--- config.mk ---
export PLATFORM = sky130hd
export DESIGN_NAME = fifo_sync_param
export DESIGN_NICKNAME = d
export VERILOG_FILES = /design/src/rtl/fifo_pkg.sv /design/src/rtl/fifo_mem.sv /design/src/rtl/fifo_sync_param.sv
export SDC_FILE = /design/constraint.sdc
export NUM_CORES = 1
export LEC_CHECK = 0
export ABC_AREA = 1
export CAP_MARGIN = 10
export CORE_UTILIZATION = 30
export CTS_CLUSTER_DIAMETER = 200
export DETAILED_ROUTE_END_ITERATION = 6
export HOLD_SLACK_MARGIN = 0.05
export PLACE_DENSITY = 0.52
export SYNTH_ARGS = -nofsm -noshare
export SYNTH_HDL_FRONTEND = slang
export SYNTH_SLANG_ARGS = --single-unit
--- constraint.sdc ---
create_clock -name clk -period 2.8 [get_ports clk]
set_clock_uncertainty 0.2 [all_clocks]
set_input_delay 0.56 -clock clk [delete_from_list [all_inputs] [get_ports clk]]
set_output_delay 0.56 -clock clk [all_outputs]
set_load 0.01 [all_outputs]
--- src/rtl/fifo_pkg.sv ---
// Shared constants and sizing helpers for the parametrised synchronous FIFO.
package fifo_pkg;

  localparam int unsigned FIFO_DEF_WIDTH = 4;
  localparam int unsigned FIFO_DEF_DEPTH = 4;

  // Bits needed to address DEPTH entries (pointers wrap naturally).
  function automatic int unsigned ptr_width(input int unsigned depth);
    return $clog2(depth);
  endfunction

  // Bits needed to hold an occupancy of 0..DEPTH inclusive.
  function automatic int unsigned cnt_width(input int unsigned depth);
    return $clog2(depth + 1);
  endfunction

endpackage

--- src/rtl/fifo_mem.sv ---
// Storage array for fifo_sync_param: one synchronous write port and one
// asynchronous read port. Contents are deliberately not reset.
module fifo_mem
  import fifo_pkg::*;
#(
  parameter int unsigned WIDTH = FIFO_DEF_WIDTH,
  parameter int unsigned DEPTH = FIFO_DEF_DEPTH
) (
  input  logic                        clk,
  input  logic                        we,
  input  logic [ptr_width(DEPTH)-1:0] waddr,
  input  logic [WIDTH-1:0]            wdata,
  input  logic [ptr_width(DEPTH)-1:0] raddr,
  output logic [WIDTH-1:0]            rdata
);

  logic [WIDTH-1:0] mem_q [DEPTH];

  // Write port: store the word at the write address on an accepted write.
  always_ff @(posedge clk) begin
    if (we) begin
      mem_q[waddr] <= wdata;
    end
  end

  assign rdata = mem_q[raddr];

endmodule

--- src/rtl/fifo_sync_param.sv ---
// Parametrised single-clock FIFO with occupancy count, almost-full/empty
// thresholds and one-cycle overflow/underflow pulses.
// Optional feature macro: FIFO_FWFT_EN selects first-word-fall-through
// output; when undefined, dout is a registered read with one cycle latency.
module fifo_sync_param
  import fifo_pkg::*;
#(
  parameter int unsigned WIDTH    = FIFO_DEF_WIDTH,
  parameter int unsigned DEPTH    = FIFO_DEF_DEPTH,
  parameter int unsigned AF_LEVEL = DEPTH - 1,
  parameter int unsigned AE_LEVEL = 1
) (
  input  logic                        clk,
  input  logic                        clr_n,
  input  logic [WIDTH-1:0]            din,
  input  logic                        write,
  input  logic                        read,
  output logic [WIDTH-1:0]            dout,
  output logic                        empty,
  output logic                        full,
  output logic                        almost_full,
  output logic                        almost_empty,
  output logic [cnt_width(DEPTH)-1:0] count,
  output logic                        overflow,
  output logic                        underflow
);

  localparam int unsigned AW = ptr_width(DEPTH);
  localparam int unsigned CW = cnt_width(DEPTH);

  logic [AW-1:0]    wr_ptr_q, wr_ptr_d;
  logic [AW-1:0]    rd_ptr_q, rd_ptr_d;
  logic [CW-1:0]    count_q, count_d;
  logic             empty_q, empty_d;
  logic             full_q, full_d;
  logic             almost_full_q, almost_full_d;
  logic             almost_empty_q, almost_empty_d;
  logic             overflow_q, overflow_d;
  logic             underflow_q, underflow_d;
  logic             rd_acc;
  logic             wr_acc;
  logic [WIDTH-1:0] mem_rdata;

  fifo_mem #(
    .WIDTH (WIDTH),
    .DEPTH (DEPTH)
  ) u_mem (
    .clk   (clk),
    .we    (wr_acc),
    .waddr (wr_ptr_q),
    .wdata (din),
    .raddr (rd_ptr_q),
    .rdata (mem_rdata)
  );

  // Accept logic: a write into a full FIFO is allowed only when a read
  // frees the slot on the same edge.
  always_comb begin
    rd_acc = read & ~empty_q;
    wr_acc = write & (~full_q | rd_acc);
  end

  // Next-state for pointers, occupancy, registered flags and error pulses.
  always_comb begin
    wr_ptr_d = wr_ptr_q;
    rd_ptr_d = rd_ptr_q;
    count_d  = count_q;
    if (wr_acc) begin
      wr_ptr_d = wr_ptr_q + AW'(1);
    end
    if (rd_acc) begin
      rd_ptr_d = rd_ptr_q + AW'(1);
    end
    case ({wr_acc, rd_acc})
      2'b10:   count_d = count_q + CW'(1);
      2'b01:   count_d = count_q - CW'(1);
      default: count_d = count_q;
    endcase
    empty_d        = (count_d == '0);
    full_d         = (32'(count_d) == DEPTH);
    almost_full_d  = (32'(count_d) >= AF_LEVEL);
    almost_empty_d = (32'(count_d) <= AE_LEVEL);
    overflow_d     = write & ~wr_acc;
    underflow_d    = read & empty_q;
  end

  // Control state registers with asynchronous clear.
  always_ff @(posedge clk or negedge clr_n) begin
    if (!clr_n) begin
      wr_ptr_q       <= '0;
      rd_ptr_q       <= '0;
      count_q        <= '0;
      empty_q        <= 1'b1;
      full_q         <= 1'b0;
      almost_full_q  <= (AF_LEVEL == 0);
      almost_empty_q <= 1'b1;
      overflow_q     <= 1'b0;
      underflow_q    <= 1'b0;
    end else begin
      wr_ptr_q       <= wr_ptr_d;
      rd_ptr_q       <= rd_ptr_d;
      count_q        <= count_d;
      empty_q        <= empty_d;
      full_q         <= full_d;
      almost_full_q  <= almost_full_d;
      almost_empty_q <= almost_empty_d;
      overflow_q     <= overflow_d;
      underflow_q    <= underflow_d;
    end
  end

`ifdef FIFO_FWFT_EN
  // Head word is presented directly; forced to zero so stale memory never shows.
  assign dout = empty_q ? '0 : mem_rdata;
`else
  logic [WIDTH-1:0] dout_q, dout_d;

  // Registered read: load the head word on an accepted read, hold otherwise.
  always_comb begin
    dout_d = dout_q;
    if (rd_acc) begin
      dout_d = mem_rdata;
    end
  end

  // Output data register, cleared with the control state.
  always_ff @(posedge clk or negedge clr_n) begin
    if (!clr_n) begin
      dout_q <= '0;
    end else begin
      dout_q <= dout_d;
    end
  end

  assign dout = dout_q;
`endif

  assign empty        = empty_q;
  assign full         = full_q;
  assign almost_full  = almost_full_q;
  assign almost_empty = almost_empty_q;
  assign count        = count_q;
  assign overflow     = overflow_q;
  assign underflow    = underflow_q;

endmodule

==> flow_summary.json <==
{
  "ys_ff_latch": 33,
  "synth_top_family_by_area": "simple AND/OR/NAND/NOR gates",
  "rsz0062_at_grt": "false",
  "numCtsBuffers": 5,
  "clock_latency_ns": 0.29,
  "power.switching_uw": 658,
  "worst_pin_slew_ns": 0.741,
  "critPathCaptureType": "flip-flop",
  "synth_top_area_share_pct": 32.5,
  "p_clk_share_pct": 21.1,
  "hold_class": "reg2reg",
  "die_w_um": 72.2,
  "cts_num_sinks": 33,
  "cp_slowest_stage_delay_ns": 0.50,
  "ir_drop_mv": 0.248,
  "p_seq_share_pct": 41.5,
  "synth_edf_count": 16,
  "crit_type": "in2reg",
  "synth_cell_types": 20,
  "power.leakage_uw": 0.000895,
  "clkTransAtPathRegs_ns": 0.07,
  "h-tree-depth": 2,
  "ys_warn_count": 0,
  "grt_max_degree": 18,
  "period_share_pct": 89.4,
  "boundaryPins": 21,
  "core_mm2": 0.00472,
  "synthAdderAreaFrac_pct": 5.59,
  "grt_pass1_wl_um": 4490,
  "antennaDiodeCount": 0,
  "met3WireLength_um": 99,
  "placed_area_mm2": 0.00178,
  "cts_setup_buffers": 0,
  "post_cts_resized": 0,
  "max_freq_ghz": 0.400,
  "gp_congestion": 0.824,
  "antenna_found_initial": 0,
  "root_buffer": "clkbuf_8",
  "synth-xor-area-share_pct": 2.37,
  "worstPathRequired_ns": 2.78,
  "drcViolationCount": 0,
  "swShare_pct": 35.3,
  "final-setup-viol-count": 0,
  "first_pass_iters": 4,
  "vias": 984,
  "period_needed_ns": 2.50,
  "start_util_pct": 31.3,
  "syn_area_mm2": 0.00148,
  "fin_area_mm2": 0.00188,
  "rows": 25,
  "power_density_mw_per_mm2": 994,
  "cp.arrival_ns": 2.48,
  "critPathSlowestCell": "clkdlybuf4s50_1",
  "wire_per_inst_um": 10.4,
  "layout.nets": 191,
  "synth.yosys.seq_area_share_pct": 61.5,
  "internal_power_uw": 1210,
  "die_y_um": 72.2,
  "portBuffers": 20,
  "overflow": 0,
  "route.met2.wl_um": 1310,
  "synth_area_per_cell_um2": 9.98,
  "syn-instance-count": 148,
  "synth_common_cells": "44 x nand2_1, 33 x inv_1, 16 x edfxtp_1",
  "slew_violations": 0,
  "syn-num-nets": 162,
  "fin_util_pct": 39.7,
  "first_iter_violations": 28,
  "cts.path.max_buffers": 2,
  "cap_violations": 0,
  "grt_util_all_layers_pct": 11.8,
  "ant_nets": 0,
  "p_comb_share_pct": 37.3,
  "cp_max_fo": 4,
  "area_growth_pct": 27.1,
  "synth_compound_gate_area_share_pct": 2.63,
  "synthMuxAreaShare_pct": 0,
  "synth-async-reset-ratio_pct": 51.5,
  "synth_top_flop_cell": "edfxtp_1",
  "die-area_mm2": 0.00521,
  "fin_hold_ws_ns": 0.281,
  "postCtsHoldBufs": 0,
  "wl_met1_um": 1090,
  "finalHoldViolCount": 0,
  "worstSetupStartpointType": "input port",
  "cts_tree": "built",
  "total_power_uw": 1870,
  "top_layer": "met4",
  "viasPerCell": 4.02,
  "outcome": "finished, final reports clean",
  "grt_pass1_vias": 998,
  "relSlewSlack_pct": 50.4,
  "crit_top_cell": "inv_1",
  "synth_top_area_cell": "edfxtp_1",
  "drive_gt1_share_pct": 11.2,
  "dp_hpwl_um": 1910,
  "synth-simple-area-share_pct": 18.5,
  "routed_wirelength_um": 2550,
  "yosysMostFrequentCell": "nand2_1",
  "path_cells": "clkdlybuf4s50_1 > nand2_2 > a21oi_4 > inv_2 > ha_1 > fa_1 > inv_1 > o21ai_2 > inv_1 > nand2_1 > a21oi_2",
  "yosys-top-cells-area": "edfxtp_1 33%, dfrtp_1 25%, nand2_1 11%"
}
[final timing paths]
check / endpoint / start / slack [ns] / cells after the start
worst max-delay path: full$_DFF_PN0_ / read / 0.30 / 11
worst min-delay path: dout[1]$_DFFE_PN0P_ / dout[1]$_DFFE_PN0P_ / 0.28 / 2
worst max register to register: full$_DFF_PN0_ / empty$_DFF_PN1_ / 0.52 / 10
worst min register to register: dout[1]$_DFFE_PN0P_ / dout[1]$_DFFE_PN0P_ / 0.28 / 2
max in group asynchronous: rd_ptr_q[0]$_DFFE_PN0P_ / clr_n / 1.42 / 1
min in group asynchronous: almost_full$_DFF_PN0_ / clr_n / 0.51 / 1
[power by group through the flow]
stage,logic [µW],registers (µW),clock network [µW]
after floorplan,421,787,0
after global placement,691,783,0
after detailed placement,702,792,0
after CTS,705,782,402
after global routing,788,797,428
final,696,775,394
[kinds of logic (layout without fill, tap and decap cells)]
group	count (synthesis)	count (layout)
compound gates	4	4
xor+xnor	4	4
fa+ha+maj	6	6
buf+inv	36	66
flops	33	33
simple gates	65	65
[flip-flops by register name (all words and copies together), names as in the netlist]
| signal | cells |
|---|---|
| almost_empty | 1 |
| almost_full | 1 |
| count | 3 |
| dout | 4 |
| empty | 1 |
| full | 1 |
| overflow | 1 |
| rd_ptr_q | 2 |
| u_mem.mem_q | 16 |
| underflow | 1 |
| wr_ptr_q | 2 |
[per-layer routing]
layer	global-route usage (%)	vias up
met5	0	-
met4	6.32	0
met3	4.72	4
met2	19.4	21
met1	13.0	457
li1	-	502
[area by class of cell]
class	count	area, µm²
fillers	458	2850
flip-flops and latches	33	908
multi-input cells	79	429
repair buffers	23	223
inverters	35	131
clock buffers	7	97.6
well taps	67	83.8
clock inverters	1	3.75
[cells in the final DEF (no fill, tap or decap), drive strengths merged, types with 2 or more instances in the layout]
cell	Yosys	routed
inv	35	35
nor2	8	8
nand2	46	46
ha	5	5
buf	1	3
edfxtp	16	16
dfstp	2	2
a21oi	2	2
nand3	10	10
xor2	3	3
clkbuf	0	7
o21ai	2	2
clkdlybuf4s50	0	20
dfrtp	15	15
[metrics by stage]
| stage | setup TNS [ns] | worst slack (ns) | std cells |
|---|---|---|---|
| 2_1_floorplan | 0 | 0.523 | 148 |
| 3_3_place_gp | 0 | 0.0548 | 237 |
| 3_5_place_dp | -0.00151 | -0.00151 | 237 |
| 4_1_cts | 0 | 0.301 | 245 |
| 5_1_grt | 0 | 0.213 | 245 |
| 6_report | 0 | 0.298 | 245 |
[worst max-delay path: cells and delay by family]
family          cells  cell delay, ns
fa+ha+maj           2            0.70
compound gates      3            0.35
buf+inv             4            0.67
simple gates        2            0.20
(Power assumes the default switching activity.)
